[config.mk]
export PLATFORM = sky130hd
export DESIGN_NAME = ldm_stm_seq
export DESIGN_NICKNAME = d
export VERILOG_FILES = /design/src/rtl/cm0_pkg.sv /design/src/rtl/lsb_find9.sv /design/src/rtl/ldm_stm_seq.sv
export SDC_FILE = /design/constraint.sdc
export NUM_CORES = 1
export LEC_CHECK = 0
export BUFFER_PORTS_ARGS = -buffer_cell sky130_fd_sc_hd__buf_4
export CAP_MARGIN = 25
export CORE_MARGIN = 1.5
export CORE_UTILIZATION = 48
export DETAILED_ROUTE_END_ITERATION = 16
export PLACE_DENSITY = 0.76
export SETUP_SLACK_MARGIN = 0.4
export SYNTH_ARGS = -nofsm -noshare
export SYNTH_HDL_FRONTEND = slang
export SYNTH_SLANG_ARGS = --single-unit
[constraint.sdc]
create_clock -name clk -period 3.25 [get_ports clk]
set_input_delay 0.4875 -clock clk [delete_from_list [all_inputs] [get_ports clk]]
set_output_delay 0.4875 -clock clk [all_outputs]
set_load 0.01 [all_outputs]
[src/rtl/cm0_pkg.sv]
// rtl/cm0_pkg.sv - shared ALU source-1 select codes and block-transfer sequencer states
package cm0_pkg;

  localparam logic [2:0] S1_RN       = 3'd0;
  localparam logic [2:0] S1_RM       = 3'd1;
  localparam logic [2:0] S1_NOT_RN   = 3'd2;
  localparam logic [2:0] S1_PC_ALIGN = 3'd3;
  localparam logic [2:0] S1_PC       = 3'd4;

  typedef enum logic [1:0] {
    SEQ_IDLE = 2'd0,
    SEQ_XFER = 2'd1,
    SEQ_WB   = 2'd2,
    SEQ_DONE = 2'd3
  } seq_state_t;

endpackage

[src/rtl/lsb_find9.sv]
// rtl/lsb_find9.sv - lowest-set-bit priority encoder over a 9-bit register list
module lsb_find9 (
  input  logic [8:0] bits,
  output logic [3:0] idx,
  output logic       none
);

  // Scanning downwards lets the lowest set bit overwrite any higher one.
  always_comb begin
    idx  = 4'd0;
    none = (bits == 9'd0);
    for (int k = 8; k >= 0; k--) begin
      if (bits[k]) idx = 4'(k);
    end
  end

endmodule

[src/rtl/ldm_stm_seq.sv]
// rtl/ldm_stm_seq.sv - LDMIA/STMIA/PUSH/POP sequencer: per-register address, memory handshake, base writeback
module ldm_stm_seq
  import cm0_pkg::*;
#(
  parameter bit DEC_ADDR = 1'b0
) (
  input  logic        clk,
  input  logic        rst_n,
  input  logic        start,
  input  logic        is_load,
  input  logic        dec,
  input  logic [2:0]  rn_idx,
  input  logic [3:0]  base_idx,
  input  logic [8:0]  reg_list,
  input  logic        mem_ack,
  output logic        busy,
  output logic        done,
  output logic [2:0]  alu_src1_choose,
  output logic [31:0] alu_imm,
  output logic [3:0]  reg_sel,
  output logic        mem_req,
  output logic        mem_we,
  output logic        rf_we
);

  seq_state_t  state, state_nx;
  logic [8:0]  list_q, list_rem;
  logic        is_load_q, dec_q;
  logic [3:0]  base_q;
  logic [2:0]  rn_q;
  logic [3:0]  n_q, i_q, n_start;
  logic [3:0]  lsb_idx;
  logic        lsb_none;
  logic [8:0]  lsb_onehot;
  logic        last_xfer;
  logic        base_in_list;
  logic [31:0] off_i, off_n;

  lsb_find9 u_lsb_find9 (
    .bits (list_rem),
    .idx  (lsb_idx),
    .none (lsb_none)
  );

  always_comb begin
    n_start = 4'd0;
    for (int k = 0; k < 9; k++) n_start = n_start + 4'(reg_list[k]);
  end

  assign lsb_onehot   = 9'd1 << lsb_idx;
  assign last_xfer    = ((list_rem & ~lsb_onehot) == 9'd0);
  // A high base index (SP) can never appear in the low-register list.
  assign base_in_list = !base_q[3] && list_q[rn_q];
  assign off_i        = {26'd0, i_q, 2'b00};
  assign off_n        = {26'd0, n_q, 2'b00};

  always_ff @(posedge clk or negedge rst_n) begin
    if (!rst_n) state <= SEQ_IDLE;
    else        state <= state_nx;
  end

  always_ff @(posedge clk or negedge rst_n) begin
    if (!rst_n) begin
      list_q    <= 9'd0;
      list_rem  <= 9'd0;
      is_load_q <= 1'b0;
      dec_q     <= 1'b0;
      base_q    <= 4'd0;
      rn_q      <= 3'd0;
      n_q       <= 4'd0;
      i_q       <= 4'd0;
    end else if (state == SEQ_IDLE && start) begin
      list_q    <= reg_list;
      list_rem  <= reg_list;
      is_load_q <= is_load;
      dec_q     <= dec | DEC_ADDR;
      base_q    <= base_idx;
      rn_q      <= rn_idx;
      n_q       <= n_start;
      i_q       <= 4'd0;
    end else if (state == SEQ_XFER && mem_ack) begin
      list_rem  <= list_rem & ~lsb_onehot;
      i_q       <= i_q + 4'd1;
    end
  end

  always_comb begin
    state_nx        = state;
    busy            = 1'b0;
    done            = 1'b0;
    mem_req         = 1'b0;
    mem_we          = 1'b0;
    rf_we           = 1'b0;
    alu_imm         = 32'd0;
    reg_sel         = 4'd0;
    alu_src1_choose = S1_RN;
    case (state)
      SEQ_IDLE: begin
        if (start) state_nx = (n_start != 4'd0) ? SEQ_XFER : SEQ_DONE;
      end
      SEQ_XFER: begin
        busy    = 1'b1;
        mem_req = 1'b1;
        mem_we  = !is_load_q;
        reg_sel = (lsb_idx == 4'd8) ? (is_load_q ? 4'd15 : 4'd14) : lsb_idx;
        alu_imm = dec_q ? (off_i - off_n) : off_i;
        rf_we   = is_load_q & mem_ack;
        if (lsb_none || (mem_ack && last_xfer)) state_nx = SEQ_WB;
      end
      SEQ_WB: begin
        busy     = 1'b1;
        reg_sel  = base_q;
        alu_imm  = dec_q ? (32'd0 - off_n) : off_n;
        rf_we    = !(is_load_q && base_in_list);
        state_nx = SEQ_DONE;
      end
      SEQ_DONE: begin
        busy     = 1'b1;
        done     = 1'b1;
        state_nx = SEQ_IDLE;
      end
      default: state_nx = SEQ_IDLE;
    endcase
  end

endmodule

Yosys cells after proc, flatten, opt, wreduce, memory -nomap -nowiden
Cells that the tools add are included.
- $add $sub $neg: 11
- $lt $le $gt $ge: 1
- equality and inequality tests: 6
- shift operators: 1
- mux-type cells: 30
- bitwise logic cells: 3
- reduce and logical (&&, ||, !) cells: 16
- operators with widths (operator ; number):
    2-to-1 mux 32 bit ; 2
    one-hot mux 32 bit (2 select lines) ; 1
    2-to-1 mux 4 bit ; 12
    adder 4 x 1 -> 4 bit ; 5
    logical NOT 9 bit ; 2
    2-to-1 mux 9 bit ; 2
    AND 9 bit ; 1
    inverter 9 bit ; 1
    << shifter 1 x 4 -> 9 bit, first input constant ; 1
    one-hot mux 2 bit (4 select lines) ; 1
    one-hot mux 4 bit (2 select lines) ; 1
    subtractor 1 x 6 -> 7 bit, first input constant ; 1
    subtractor 6 x 6 -> 7 bit ; 1
    2-to-1 mux 1 bit ; 6
    2-to-1 mux 2 bit ; 3
    logical AND 1 bit ; 5
    less-than comparator 3 x 5 -> 1 bit, second input constant ; 1
    adder 3 x 1 -> 4 bit ; 1
    adder 4 x 1 -> 4 bit, second input constant ; 1
    == test 2 bit, second input constant ; 2
    == test 4 bit, second input constant ; 1
    nonzero test 4 bit ; 1
    adder 2 x 1 -> 3 bit ; 1
    binary-select mux 1 bit (select 3 bit) ; 1
    other kinds (12) ; 14
- register bits after elaboration: 36
- bits of input ports: 22

Logic depth before layout (Yosys ltp)
- word-level depth: 17
- depth in mapped cells: 12
- mapped depth without buffers: 12

By module
From an unflattened synthesis, not the netlist that was laid out.
- cell total of the unflattened synthesis: 319
- area total of the unflattened synthesis: 2683.8 µm²
- by module, submodules not included (module ; times used ; cells each ; area an instance (µm²) ; sequential area each (µm²)):
    ldm_stm_seq ; 1 ; 304 ; 2587.5 ; 900.9
    lsb_find9 ; 1 ; 15 ; 96.3 ; 0.0

Least setup slack after synthesis
Ideal clock, no wire load.
- path kind: register to output
- start point: register state[1]
- end point: output alu_imm[10]
- arrival time: 3.062 ns
- required time: 2.762 ns
- setup slack: -0.300 ns
- cell stages (with the launch flop): 7
- buffers on the path: 2
- cells stage by stage: dfrtp_1 -> inv_1 -> ha_1 -> clkbuf_1 -> a32oi_1 -> nor3_1 -> buf_4
- word-level cells in the longest chain between the ends: 2
- elaborated cells on any way between the ends: 3
- those cells by class: eq/ne (2); mux (1)
- RTL lines (element ; RTL line ; source):
    from (decl) ; ldm_stm_seq.sv:26 ; seq_state_t state, state_nx;
    from (signal assigned) ; ldm_stm_seq.sv:59 ; else state <= state_nx;
    == test 2 bit / == test 2 x 1 -> 1 bit (equally long branches) ; ldm_stm_seq.sv:97 ; case (state)
    one-hot mux 32 bit (2 select lines) * ; ldm_stm_seq.sv:97 ;
    to (decl) ; ldm_stm_seq.sv:19 ; output logic [31:0] alu_imm,
Mark *: on every way between the ends. The rest lies on a longest branch, timed or not.

Final worst setup path
- start point: input reg_list[3]
- end point: register state[1]
- word-level cells in the longest chain between the ends: 10
- RTL lines (element ; RTL line ; source):
    from (decl) ; ldm_stm_seq.sv:14 ; input logic [8:0] reg_list,
    adder 3 x 1 -> 4 bit ; ldm_stm_seq.sv:47 ; for (int k = 0; k < 9; k++) n_start = n_start + 4'(reg_list[k]);
    adder 4 x 1 -> 4 bit (5 in a row) ; ldm_stm_seq.sv:47 ;
    nonzero test 4 bit ; ldm_stm_seq.sv:99 ; if (start) state_nx = (n_start != 4'd0) ? SEQ_XFER : SEQ_DONE;
    2-to-1 mux 2 bit (2 in a row) ; ldm_stm_seq.sv:99 ;
    one-hot mux 2 bit (4 select lines) ; ldm_stm_seq.sv:97 ;
Every way passes these cells. The select of a mux whose other input is x is not followed.
A chain may end at the register's enable or synchronous reset.

==> reports/metrics.csv <==
stage,metric,value,unit
floorplanning,dieArea,5810,um^2
synth,yosysSeqAreaShare,35.0,%
timing,final-setup-viol-count,1,
timing,fin_skew,0.00952,ns
critical_path,path_cells,buf_6 > fa_1 > inv_2 > fa_1 > fa_1 > inv_1 > fa_2 > inv_2 > fa_2 > nand2_2 > o32ai_2 > mux2_4,
drt,drc,0,
drt,ant_nets,0,
cells_and_area,final_common_cell,nand2_1,
timing,period_minus_slack,3.28,ns
synth,yosys.area_share.simple,19.0,%
timing,rsz0062_at_grt,yes,
power_and_ir_drop,netSwitchingPower,0.00135,W
placed_design,placedCellCount,395,
synth,async_reset_ff_share,100,%
synth,syn-mean-instance-area,8.64,um^2
floorplanning,start_util,50.1,%
floorplanning,die_height,76.2,um
synth,synth_mux_area_share,3.94,%
drt,dr.first_iter.drc_count,95,
critical_path,cpMostUsedCell,fa_1,
cells_and_area,nets,375,
drt,vias_per_cell,5.11,
power_and_ir_drop,total_power,0.00300,W
synth,yosys-top-cells-area,"dfrtp_1, nand2_1, buf_4, ha_1, fa_1",
timing,slew-limit-headroom,58.4,%
floorplanning,fp-row-count,26,
placed_design,place.gp.congestion,0.871,
clocking,cts_tree,built,
synth,synth_compound_area_share,14.4,%
power_and_ir_drop,leakage,1.51,nW
timing,holdWs,0.153,ns
timing,worstMarginPinSlew,0.621,ns
floorplanning,core,5140,um^2
power_and_ir_drop,p_int,0.00165,W
run_status,failed_checks,negative setup slack,
critical_path,reg2reg_to,list_rem[6]$_DFFE_PN0P_,
critical_path,path_class,in -> reg,
synth,synth_edf_count,0,
critical_path,end_kind,flip-flop,
synth,synth_top_family_by_area,simple AND/OR/NAND/NOR gates,
floorplanning,die_x,76.2,um
placed_design,hpwlAfterDp,4.25,mm
drt,routed_wl,5.60,mm
cells_and_area,final_cell_mix,"nand2_1, buf_4, dfrtp_1, inv_1, ha_1",
synth,yosysWarnings,0,
clocking,cts.clk_slew.worst_paths,0.08,ns
global_route,grt-ovfl-total,0,
global_route,grt_max_degree,37,
power_and_ir_drop,swShare,44.9,%
run_status,status,finished with violations,
power_and_ir_drop,p_clk_share,10.5,%
cells_and_area,antenna-diode-count,0,
critical_path,start_kind,input port,
clocking,clock_latency,0.29,ns
cells_and_area,instances_no_fill,405,
timing,slew_violations,0,
timing,finalCritPeriodShare,101,%
hold_path,worstHoldPathType,in -> async,
critical_path,worstPathMaxFanout,2,
global_route,grt_first_pass_wirelength,9.40,mm
drt,firstDrtPassIters,4,
flow_run,drv_cap,0,
synth,ys_types,47,
global_route,grt_usage,20.2,%
cells_and_area,final_core_util,59.1,%
critical_path,ff2ff_setup_slack,0.97,ns
synth,syn_area,2570,um^2
power_and_ir_drop,irDropWorstVdd,0.380,mV
clocking,root_buffer,clkbuf_8,
power_and_ir_drop,p_comb_share,60.0,%
cells_and_area,fillers,501,
clocking,cts_buffer_depth,2,
cells_and_area,drive_gt1_share,28.4,%
critical_path,setup.worst_path.start,reg_list[3],
placed_design,io_buffers,60,
synth,synth.top_cell.area_share,35.0,%
drt,num_vias,2068,
synth,netlist.top_cell.by_area,dfrtp_1,
critical_path,timing.rr.start,state[1]$_DFFE_PN0P_,
power_and_ir_drop,p_seq_share,29.5,%
global_route,first_global_vias,1973,
cells_and_area,area_growth,18.0,%
floorplanning,io-pin-count,66,
synth,synth-seq-cells,36,
power_and_ir_drop,powerDensity,988,nW/um^2
global_route,antenna_found_initial,0,
drt,avgRoutedWirePerCell,13.8,um
critical_path,required,3.43,ns
synth,ys.flop_type,dfrtp_1,
synth,yosys.area_share.adder,11.4,%
synth,synth-xor-area-share,1.70,%
clocking,numCtsBuffers,5,
critical_path,slowest_stage,fa_1,
critical_path,r2r_cells,8,
timing,fmaxAchievable,0.304,GHz
critical_path,critPathArrivalTime,3.47,ns
timing,finalHoldViolations,0,
critical_path,max_stage_delay,0.57,ns
synth,synthCells,298,
timing,worst_slack,-0.0346,ns
critical_path,worstSetupEndpoint,state[1]$_DFFE_PN0P_,
clocking,ctsHtreeMaxLevel,2,
clocking,cts_sinks,36,
## flip-flops by register name, summed over array words and instances, names as in the netlist
signal	cells
state	2
dec_q	1
is_load_q	1
i_q	4
list_rem	9
list_q	8
base_q	4
rn_q	3
n_q	4
## critical path, delay by kind of cell
kind	cells	cell delay, ns
mux	1	0.28
fa+ha+maj	5	2.28
buf+inv	4	0.26
simple gates	1	0.08
compound gates	1	0.07
## cell usage after synthesis, types with 3 or more instances
| library cell | instances |
|---|---|
| a21oi_1 | 10 |
| a32oi_1 | 4 |
| buf_4 | 30 |
| clkbuf_1 | 11 |
| dfrtp_1 | 36 |
| fa_1 | 6 |
| ha_1 | 13 |
| inv_1 | 24 |
| mux2i_1 | 3 |
| nand2_1 | 69 |
| nand2b_1 | 3 |
| nand3_1 | 8 |
| nor2_1 | 11 |
| nor2b_1 | 6 |
| nor3_1 | 4 |
| o211ai_1 | 4 |
| o21ai_0 | 3 |
| o21ai_1 | 10 |
| o31ai_1 | 4 |
| xnor2_1 | 4 |
## logic make-up after synthesis
family,count (synthesis)
simple gates,110
buf+inv,67
compound gates,52
flops,36
fa+ha+maj,20
mux,7
xor+xnor,5
other cells,1
## per-stage QoR
stage                     area (um^2)  setup TNS, ns  setup slack, ns
after CTS                        3010        -0.0178          -0.0178
after global routing             3040         -0.127           -0.127
after detailed placement         2910         -0.617           -0.362
after global placement           2900         -0.436           -0.298
after floorplan                  2610        -0.0982          -0.0982
final                            3040        -0.0346          -0.0346
## area by class of cell
type                       instances  area (um^2)  area share (%)
multi-input combinational        199         1350            44.4
sequential                        36          901            29.7
timing repair buffer              67          518            17.1
inverter                          25         93.8            3.09
tap                               70         87.6            2.88
clock buffer                       5         68.8            2.27
clock inverter                     3         18.8           0.618
## routing by layer
metal	global-route usage [%]	part of all wire (%)	vias to the layer above
met3	3.47	2.6	8
met1	27.3	46	983
li1	-	-	1035
met5	0	0	-
met2	32.8	50	42
met4	7.04	1.5	0
## power groups by stage
stage / Combinational (W) / Sequential (W) / Clock, W
finish: 0.00180 / 0.000885 / 0.000316
global route: 0.00200 / 0.000919 / 0.000345
CTS: 0.00177 / 0.000882 / 0.000325
detailed placement: 0.00175 / 0.000892 / 0
global placement: 0.00170 / 0.000879 / 0
floorplan: 0.00140 / 0.000785 / 0
## worst min path at each step
stage | from | to | slack, ns | depth (start not counted)
6_report | rst_n | dec_q$_DFFE_PN0P_ | 0.15 | 1
5_1_grt | rst_n | rn_q[0]$_DFFE_PN0P_ | 0.19 | 1
4_1_cts | rst_n | list_q[4]$_DFFE_PN0P_ | 0.16 | 1
3_5_place_dp | list_q[0]$_DFFE_PN0P_ | list_q[0]$_DFFE_PN0P_ | 0.46 | 2
3_3_place_gp | list_q[5]$_DFFE_PN0P_ | list_q[5]$_DFFE_PN0P_ | 0.46 | 2
2_1_floorplan | rst_n | base_q[0]$_DFFE_PN0P_ | 0.19 | 0
## what timing repair did
action	CTS	global route
setup endpoints to repair	19	30
pin swaps	3	1
setup buffers	1	0
hold buffers	0	0
resized for setup	1	5
(Power assumes the default switching activity.)
